`config.mk`:
```
export PLATFORM = sky130hd
export DESIGN_NAME = alk_muldiv_seq_flat
export DESIGN_NICKNAME = d
export VERILOG_FILES = /design/src/rtl/alk_muldiv_seq_pkg.sv /design/src/rtl/alk_muldiv_seq_if.sv /design/src/rtl/alk_muldiv_seq_step_ctr.sv /design/src/rtl/alk_muldiv_seq.sv /design/src/flat_wrapper.sv
export SDC_FILE = /design/constraint.sdc
export NUM_CORES = 1
export LEC_CHECK = 0
export BUFFER_PORTS_ARGS = -buffer_cell sky130_fd_sc_hd__clkbuf_2
export CORE_AREA = 2 2 48 50
export DETAILED_ROUTE_END_ITERATION = 7
export DIE_AREA = 0 0 50 52
export PLACE_DENSITY_LB_ADDON = 0.25
export SKIP_CTS_REPAIR_TIMING = 1
export SLEW_MARGIN = 15
export SYNTH_ARGS = -nofsm -noshare
export SYNTH_HDL_FRONTEND = slang
export SYNTH_SLANG_ARGS = --single-unit
```
`constraint.sdc`:
```
create_clock -name qdclk_l -period 4.4 [get_ports qdclk_l]
set_clock_uncertainty 0.15 [all_clocks]
set_input_delay 0.44 -clock qdclk_l [delete_from_list [all_inputs] [get_ports qdclk_l]]
set_output_delay 0.44 -clock qdclk_l [all_outputs]
set_load 0.05 [all_outputs]
```
`src/rtl/alk_muldiv_seq_pkg.sv`:
```
// ============================================================================
// Module  : alk_pkg
// Brief   : Shared types and helpers for the ALK multiply/divide sequencer.
// Revision: 1.0 - initial release
// ============================================================================
`default_nettype none

package alk_pkg;

  typedef enum logic [2:0] {
    PASS = 3'd0,
    ADD  = 3'd1,
    SUB  = 3'd2,
    ZERO = 3'd3
  } alk_op_e;

  typedef enum logic [1:0] {
    MODE_MUL  = 2'd0,
    MODE_DIV  = 2'd1,
    MODE_REM  = 2'd2,
    MODE_MULS = 2'd3
  } mode_e;

  typedef enum logic [2:0] {
    S_IDLE = 3'd0,
    S_INIT = 3'd1,
    S_STEP = 3'd2,
    S_FIX  = 3'd3,
    S_DONE = 3'd4
  } state_e;

  // Reserved size code 3 runs as a full-width operation.
  function automatic int unsigned size_steps(input logic [1:0] dsize,
                                             input int unsigned width);
    int unsigned n;
    case (dsize)
      2'd0:    n = 8;
      2'd1:    n = 16;
      default: n = width;
    endcase
    return n;
  endfunction

endpackage

`default_nettype wire

```
`src/rtl/alk_muldiv_seq_if.sv`:
```
// ============================================================================
// Module  : alk_muldiv_seq_if
// Brief   : Control bundle between microsequencer/ALP slices and the sequencer.
// Revision: 1.0 - initial release
// ============================================================================
`default_nettype none

interface alk_muldiv_seq_if;
  import alk_pkg::*;

  logic        start_h;
  logic [1:0]  mode_h;
  logic [1:0]  dsize_h;
  logic        abort_h;
  logic        c32_in_h;
  logic        q_sout_shr_h;
  alk_op_e     alk_op_h;
  logic        cin_h;
  logic        q_sin_h;
  logic        loop_f_h;
  logic        busy_h;
  logic        done_h;

  modport master (
    output start_h, mode_h, dsize_h, abort_h, c32_in_h, q_sout_shr_h,
    input  alk_op_h, cin_h, q_sin_h, loop_f_h, busy_h, done_h
  );

  modport slave (
    input  start_h, mode_h, dsize_h, abort_h, c32_in_h, q_sout_shr_h,
    output alk_op_h, cin_h, q_sin_h, loop_f_h, busy_h, done_h
  );

endinterface

`default_nettype wire

```
`src/rtl/alk_muldiv_seq_step_ctr.sv`:
```
// ============================================================================
// Module  : alk_step_ctr
// Brief   : Loadable step down-counter with last-step and loop indications.
// Revision: 1.0 - initial release
// ============================================================================
`default_nettype none

module alk_step_ctr #(
  parameter int CNT_W = 6
) (
  input  wire logic             qdclk_l,
  input  wire logic             rst_l,
  input  wire logic             i_clr,
  input  wire logic             i_load,
  input  wire logic             i_dec,
  input  wire logic [CNT_W-1:0] i_load_val,
  output logic                  o_last,
  output logic                  o_loop
);

  logic [CNT_W-1:0] r_count;

  always_ff @(posedge qdclk_l) begin
    if (!rst_l || i_clr) begin
      r_count <= '0;
    end else if (i_load) begin
      r_count <= i_load_val;
    end else if (i_dec && (r_count != '0)) begin
      r_count <= r_count - CNT_W'(1);
    end
  end

  assign o_last = (r_count == CNT_W'(1));
  assign o_loop = (r_count >  CNT_W'(1));

endmodule

`default_nettype wire

```
`src/rtl/alk_muldiv_seq.sv`:
```
// ============================================================================
// Module  : alk_muldiv_seq
// Brief   : Step sequencer for shift-add multiply and non-restoring divide.
// Revision: 1.0 - initial release
// ============================================================================
`default_nettype none

module alk_muldiv_seq
  import alk_pkg::*;
#(
  parameter int WIDTH      = 32,
  parameter bit SIGNED_MUL = 1'b1
) (
  input  wire logic       qdclk_l,
  input  wire logic       rst_l,
  alk_muldiv_seq_if.slave bus
);

  localparam int c_cnt_w = $clog2(WIDTH + 1);

  state_e               r_state;
  state_e               w_state_nxt;
  mode_e                r_mode;
  logic [1:0]           r_dsize;
  logic                 r_qbit;

  alk_op_e              w_op;
  logic                 w_q_sin;
  logic                 w_loop_f;
  logic                 w_busy;
  logic                 w_done;
  logic                 w_ctr_clr;
  logic                 w_ctr_load;
  logic                 w_ctr_dec;
  logic                 w_last;
  logic                 w_loop;
  logic                 w_muls_en;
  logic                 w_is_mul;
  logic                 w_is_muls;
  logic [c_cnt_w-1:0]   w_steps;

  generate
    if (SIGNED_MUL) begin : g_muls_on
      assign w_muls_en = 1'b1;
    end else begin : g_muls_off
      assign w_muls_en = 1'b0;
    end
  endgenerate

  assign w_steps   = c_cnt_w'(size_steps(r_dsize, WIDTH));
  assign w_is_mul  = (r_mode == MODE_MUL) || (r_mode == MODE_MULS);
  assign w_is_muls = w_muls_en && (r_mode == MODE_MULS);

  alk_step_ctr #(
    .CNT_W (c_cnt_w)
  ) u_step_ctr (
    .qdclk_l    (qdclk_l),
    .rst_l      (rst_l),
    .i_clr      (w_ctr_clr),
    .i_load     (w_ctr_load),
    .i_dec      (w_ctr_dec),
    .i_load_val (w_steps),
    .o_last     (w_last),
    .o_loop     (w_loop)
  );

  // Seeding the quotient bit with 1 at INIT makes the first divide step a SUB.
  always_ff @(posedge qdclk_l) begin
    if (!rst_l) begin
      r_state <= S_IDLE;
      r_mode  <= MODE_MUL;
      r_dsize <= 2'd0;
      r_qbit  <= 1'b0;
    end else begin
      r_state <= w_state_nxt;
      if ((r_state == S_IDLE) && bus.start_h) begin
        r_mode  <= mode_e'(bus.mode_h);
        r_dsize <= bus.dsize_h;
      end
      if (r_state == S_INIT) begin
        r_qbit <= 1'b1;
      end else if ((r_state == S_STEP) && !w_is_mul) begin
        r_qbit <= bus.c32_in_h;
      end
    end
  end

  always_comb begin
    w_state_nxt = r_state;
    w_op        = PASS;
    w_q_sin     = 1'b0;
    w_loop_f    = 1'b0;
    w_busy      = 1'b0;
    w_done      = 1'b0;
    w_ctr_clr   = 1'b0;
    w_ctr_load  = 1'b0;
    w_ctr_dec   = 1'b0;

    case (r_state)
      S_IDLE: begin
        if (bus.start_h) begin
          w_state_nxt = S_INIT;
        end
      end

      S_INIT: begin
        w_op     = ZERO;
        w_loop_f = 1'b1;
        w_busy   = 1'b1;
        if (bus.abort_h) begin
          w_state_nxt = S_IDLE;
          w_ctr_clr   = 1'b1;
        end else begin
          w_state_nxt = S_STEP;
          w_ctr_load  = 1'b1;
        end
      end

      S_STEP: begin
        w_busy    = 1'b1;
        w_loop_f  = w_loop;
        w_ctr_dec = 1'b1;
        if (w_is_mul) begin
          // Signed multiply: the multiplier MSB carries negative weight.
          if (bus.q_sout_shr_h) begin
            w_op = (w_is_muls && w_last) ? SUB : ADD;
          end
        end else begin
          w_op    = r_qbit ? SUB : ADD;
          w_q_sin = bus.c32_in_h;
        end
        if (bus.abort_h) begin
          w_state_nxt = S_IDLE;
          w_ctr_clr   = 1'b1;
        end else if (w_last) begin
          if ((r_mode == MODE_REM) && !bus.c32_in_h) begin
            w_state_nxt = S_FIX;
          end else begin
            w_state_nxt = S_DONE;
          end
        end
      end

      S_FIX: begin
        w_op   = ADD;
        w_busy = 1'b1;
        if (bus.abort_h) begin
          w_state_nxt = S_IDLE;
          w_ctr_clr   = 1'b1;
        end else begin
          w_state_nxt = S_DONE;
        end
      end

      S_DONE: begin
        w_done      = 1'b1;
        w_state_nxt = S_IDLE;
      end

      default: begin
        w_state_nxt = S_IDLE;
      end
    endcase
  end

  assign bus.alk_op_h = w_op;
  assign bus.cin_h    = (w_op == SUB);
  assign bus.q_sin_h  = w_q_sin;
  assign bus.loop_f_h = w_loop_f;
  assign bus.busy_h   = w_busy;
  assign bus.done_h   = w_done;

endmodule

`default_nettype wire
```
`src/flat_wrapper.sv`:
```
// flat-port wrapper written by rule: the top's interface ports become plain ports
module alk_muldiv_seq_flat import alk_pkg::*;
#(
  parameter int WIDTH      = 32,
  parameter bit SIGNED_MUL = 1'b1
)
  (qdclk_l, rst_l, bus_start_h, bus_mode_h, bus_dsize_h, bus_abort_h, bus_c32_in_h, bus_q_sout_shr_h, bus_alk_op_h, bus_cin_h, bus_q_sin_h, bus_loop_f_h, bus_busy_h, bus_done_h);
  alk_muldiv_seq_if bus_i ();
  input  wire logic qdclk_l;
  input  wire logic rst_l;
  input wire logic [$bits(bus_i.start_h)-1:0] bus_start_h;
  input wire logic [$bits(bus_i.mode_h)-1:0] bus_mode_h;
  input wire logic [$bits(bus_i.dsize_h)-1:0] bus_dsize_h;
  input wire logic [$bits(bus_i.abort_h)-1:0] bus_abort_h;
  input wire logic [$bits(bus_i.c32_in_h)-1:0] bus_c32_in_h;
  input wire logic [$bits(bus_i.q_sout_shr_h)-1:0] bus_q_sout_shr_h;
  output wire logic [$bits(bus_i.alk_op_h)-1:0] bus_alk_op_h;
  output wire logic [$bits(bus_i.cin_h)-1:0] bus_cin_h;
  output wire logic [$bits(bus_i.q_sin_h)-1:0] bus_q_sin_h;
  output wire logic [$bits(bus_i.loop_f_h)-1:0] bus_loop_f_h;
  output wire logic [$bits(bus_i.busy_h)-1:0] bus_busy_h;
  output wire logic [$bits(bus_i.done_h)-1:0] bus_done_h;
  assign bus_i.start_h = bus_start_h;
  assign bus_i.mode_h = bus_mode_h;
  assign bus_i.dsize_h = bus_dsize_h;
  assign bus_i.abort_h = bus_abort_h;
  assign bus_i.c32_in_h = bus_c32_in_h;
  assign bus_i.q_sout_shr_h = bus_q_sout_shr_h;
  assign bus_alk_op_h = bus_i.alk_op_h;
  assign bus_cin_h = bus_i.cin_h;
  assign bus_q_sin_h = bus_i.q_sin_h;
  assign bus_loop_f_h = bus_i.loop_f_h;
  assign bus_busy_h = bus_i.busy_h;
  assign bus_done_h = bus_i.done_h;
  alk_muldiv_seq #(.WIDTH(WIDTH), .SIGNED_MUL(SIGNED_MUL)) u_core (.qdclk_l(qdclk_l), .rst_l(rst_l), .bus(bus_i));
endmodule
```
==> impl_metrics.yaml <==
outcome:
  run_status: "complete, no violations"
critical_path:
  critPathArrivalTime_ns: 1.89
  crit_type: "reg -> out"
  crit_path_top_delay_cell: "or3b_1"
  crit_chain: "or3b_1 > nor2_1 > and2_1 > clkbuf_2"
  cpLargestDelayFamily: "simple AND/OR/NAND/NOR gates"
  required_ns: 3.81
  cp_slowest_stage_delay_ns: 0.55
  crit_buf_inv: 1
  path_max_fanout: 11
  endpoint_kind: "output pin"
  start_kind: "flip-flop"
sta:
  fmax_mhz: 404
  fin_ws_ns: 1.92
  setup_tns_ns: 0
  setup_viol: 0
  hold_slack_ns: 0.253
  period_share_pct: 56.3
  period_needed_ns: 2.48
  hold_viol: 0
  rsz0062_at_grt: "no"
  slew_violations: 0
synthesis:
  netlist_area_um2: 863
  synthDistinctLibCells: 39
  ys_warn_count: 0
  avgSynthCellArea_um2: 8.63
  ys.flop_type: "dfxtp_1"
  async_flop_share_pct: 0
  yosys_register_bits: 14
  ys_seq_area_share_pct: 32.5
  syn_inst: 100
  synth_nets: 115
  synth-edff-count: 0
power_and_ir_drop:
  p_clk_share_pct: 33.2
  p_int_uw: 204
  vdd_ir_drop_max_mv: 0.183
  p_per_area_mw_per_mm2: 291
  p_leak_uw: 0.000397
  p_comb_share_pct: 18.7
  switching_share_pct: 29.1
  switching_power_uw: 83.5
  power_frac_seq_pct: 48.1
drt:
  vias: 728
  via_per_inst: 5.06
  ant_nets: 0
  drcViolationCount: 0
  drt-total-wl_um: 1650
  drt_iter0_markers: 11
  wl_per_cell_um: 11.4
  dr.pass1.iters: 3
floorplan:
  rows: 17
  coreArea_mm2: 0.00211
  die-area_mm2: 0.00260
  ioPinCount: 18
  die_y_um: 52
  die_w_um: 50
  start_util_pct: 41.0
place:
  hpwl_um: 1270
  io_buffers: 16
  place.gp.congestion: 0.764
  pre_cts_slack_ns: 2.24
clock_tree:
  cts_buffers: 3
  cts_root_buf: "clkbuf_4"
  h-tree-depth: 1
  worstSkewPairLatency_ns: 0.29
  cts.sinks: 14
  cts_tree: "done"
  clockBufferDepth: 2
  cts.clk_slew.worst_paths_ns: 0.08
global_routing:
  busiest_layer: "met2"
  grt_pass1_wl_um: 3090
  grt_max_degree: 12
  antenna_found_initial: 0
  grt_pass1_vias: 701
  grtUsageMet1_pct: 18.9
  use_met2_pct: 25.0
  gr-total-overflow: 0
  grt_util_met3_pct: 5.17
  track_usage_pct: 16.0
final_layout:
  final_util_pct: 46.9
  area_delta_synth_final_pct: 14.5
  layout_common_cells: "clkbuf_2 (16), dfxtp_1 (14), nor2_1 (9)"
  nets: 132
  antenna_cells: 0
  final_common_cell: "clkbuf_2"
  layout-drive-gt1-share_pct: 23.3
job:
  maxCapViolations: 0
worst_hold_path:
  hold_path.class: "in -> reg"
==> per-layer routing <==
layer	up-vias	routed length (um)
met3	5	65
met1	326	794
met4	0	41
met5	-	0
li1	386	-
met2	11	745
==> state kept, by name, summed over array words and instances (netlist names) <==
name                       count
u_core.u_step_ctr.r_count      6
u_core.r_dsize                 2
u_core.r_qbit                  1
u_core.r_state                 3
u_core.r_mode                  2
==> power by group through the flow <==
stage | Combinational [uW] | Sequential [uW] | Clock [uW]
floorplan | 42.9 | 140 | 0
detailed placement | 54.0 | 141 | 0
global route | 60.4 | 140 | 104
CTS | 54.2 | 138 | 97.7
global placement | 53.7 | 141 | 0
finish | 53.7 | 138 | 95.5
==> metrics by stage <==
stage	power [uW]	cell area (um^2)	cells
2_1_floorplan	183	863	100
3_3_place_gp	195	952	140
3_5_place_dp	195	952	140
4_1_cts	290	988	144
5_1_grt	304	988	144
6_report	287	988	144
==> tightest hold or removal path, stage by stage <==
cell and delay [ns]:
clkbuf_2 0.07, a21oi_1 0.05, nor2b_1 0.10
==> synthesized netlist by cell type (2+ instances only) <==
library cell | instances | area, um^2
a31oi_1 | 2 | 12.5
a21boi_0 | 3 | 22.5
dfxtp_1 | 14 | 280
nor3_1 | 4 | 20.0
xnor2_1 | 2 | 17.5
mux2i_1 | 5 | 50.1
ha_1 | 5 | 62.6
nand2_1 | 5 | 18.8
clkbuf_1 | 2 | 7.51
o21ai_0 | 4 | 20.0
nor2b_1 | 5 | 31.3
a21oi_1 | 8 | 40.0
nor2_1 | 9 | 33.8
inv_1 | 6 | 22.5
and2_1 | 2 | 12.5
==> logic make-up (layout without fill, tap and decap cells) <==
kind of cell,count (synthesis),in the layout,share of synthesized area (%)
buffers and inverters,10,26,5.65
flip-flops,14,14,32.5
XOR/XNOR,2,2,2.03
adder cells (fa/ha/maj),5,5,7.25
AO/OA/AOI/OAI,27,27,21.2
other,1,1,0.434
AND/OR/NAND/NOR,36,36,25.2
multiplexers,5,5,5.80
==> final timing paths <==
check | start | end | slack, ns | cells after the start
worst max-delay path | u_core.r_state[1] | bus_q_sin_h | 1.92 | 4
worst min-delay path | bus_mode_h[0] | u_core.r_mode[0] | 0.25 | 3
worst max register to register | u_core.r_state[1] | u_core.u_step_ctr.r_count[2] | 2.42 | 4
worst min register to register | u_core.u_step_ctr.r_count[1] | u_core.u_step_ctr.r_count[1] | 0.39 | 2
==> layout make-up <==
type / instances / area [um^2]
Multi-Input combinational cell: 76 / 534
Timing Repair Buffer: 16 / 80.1
Fill cell: 215 / 1120
Tap cell: 28 / 35.0
Sequential cell: 14 / 280
Inverter: 6 / 22.5
Clock buffer: 4 / 36.3
Power figures use the tool's default switching activity.
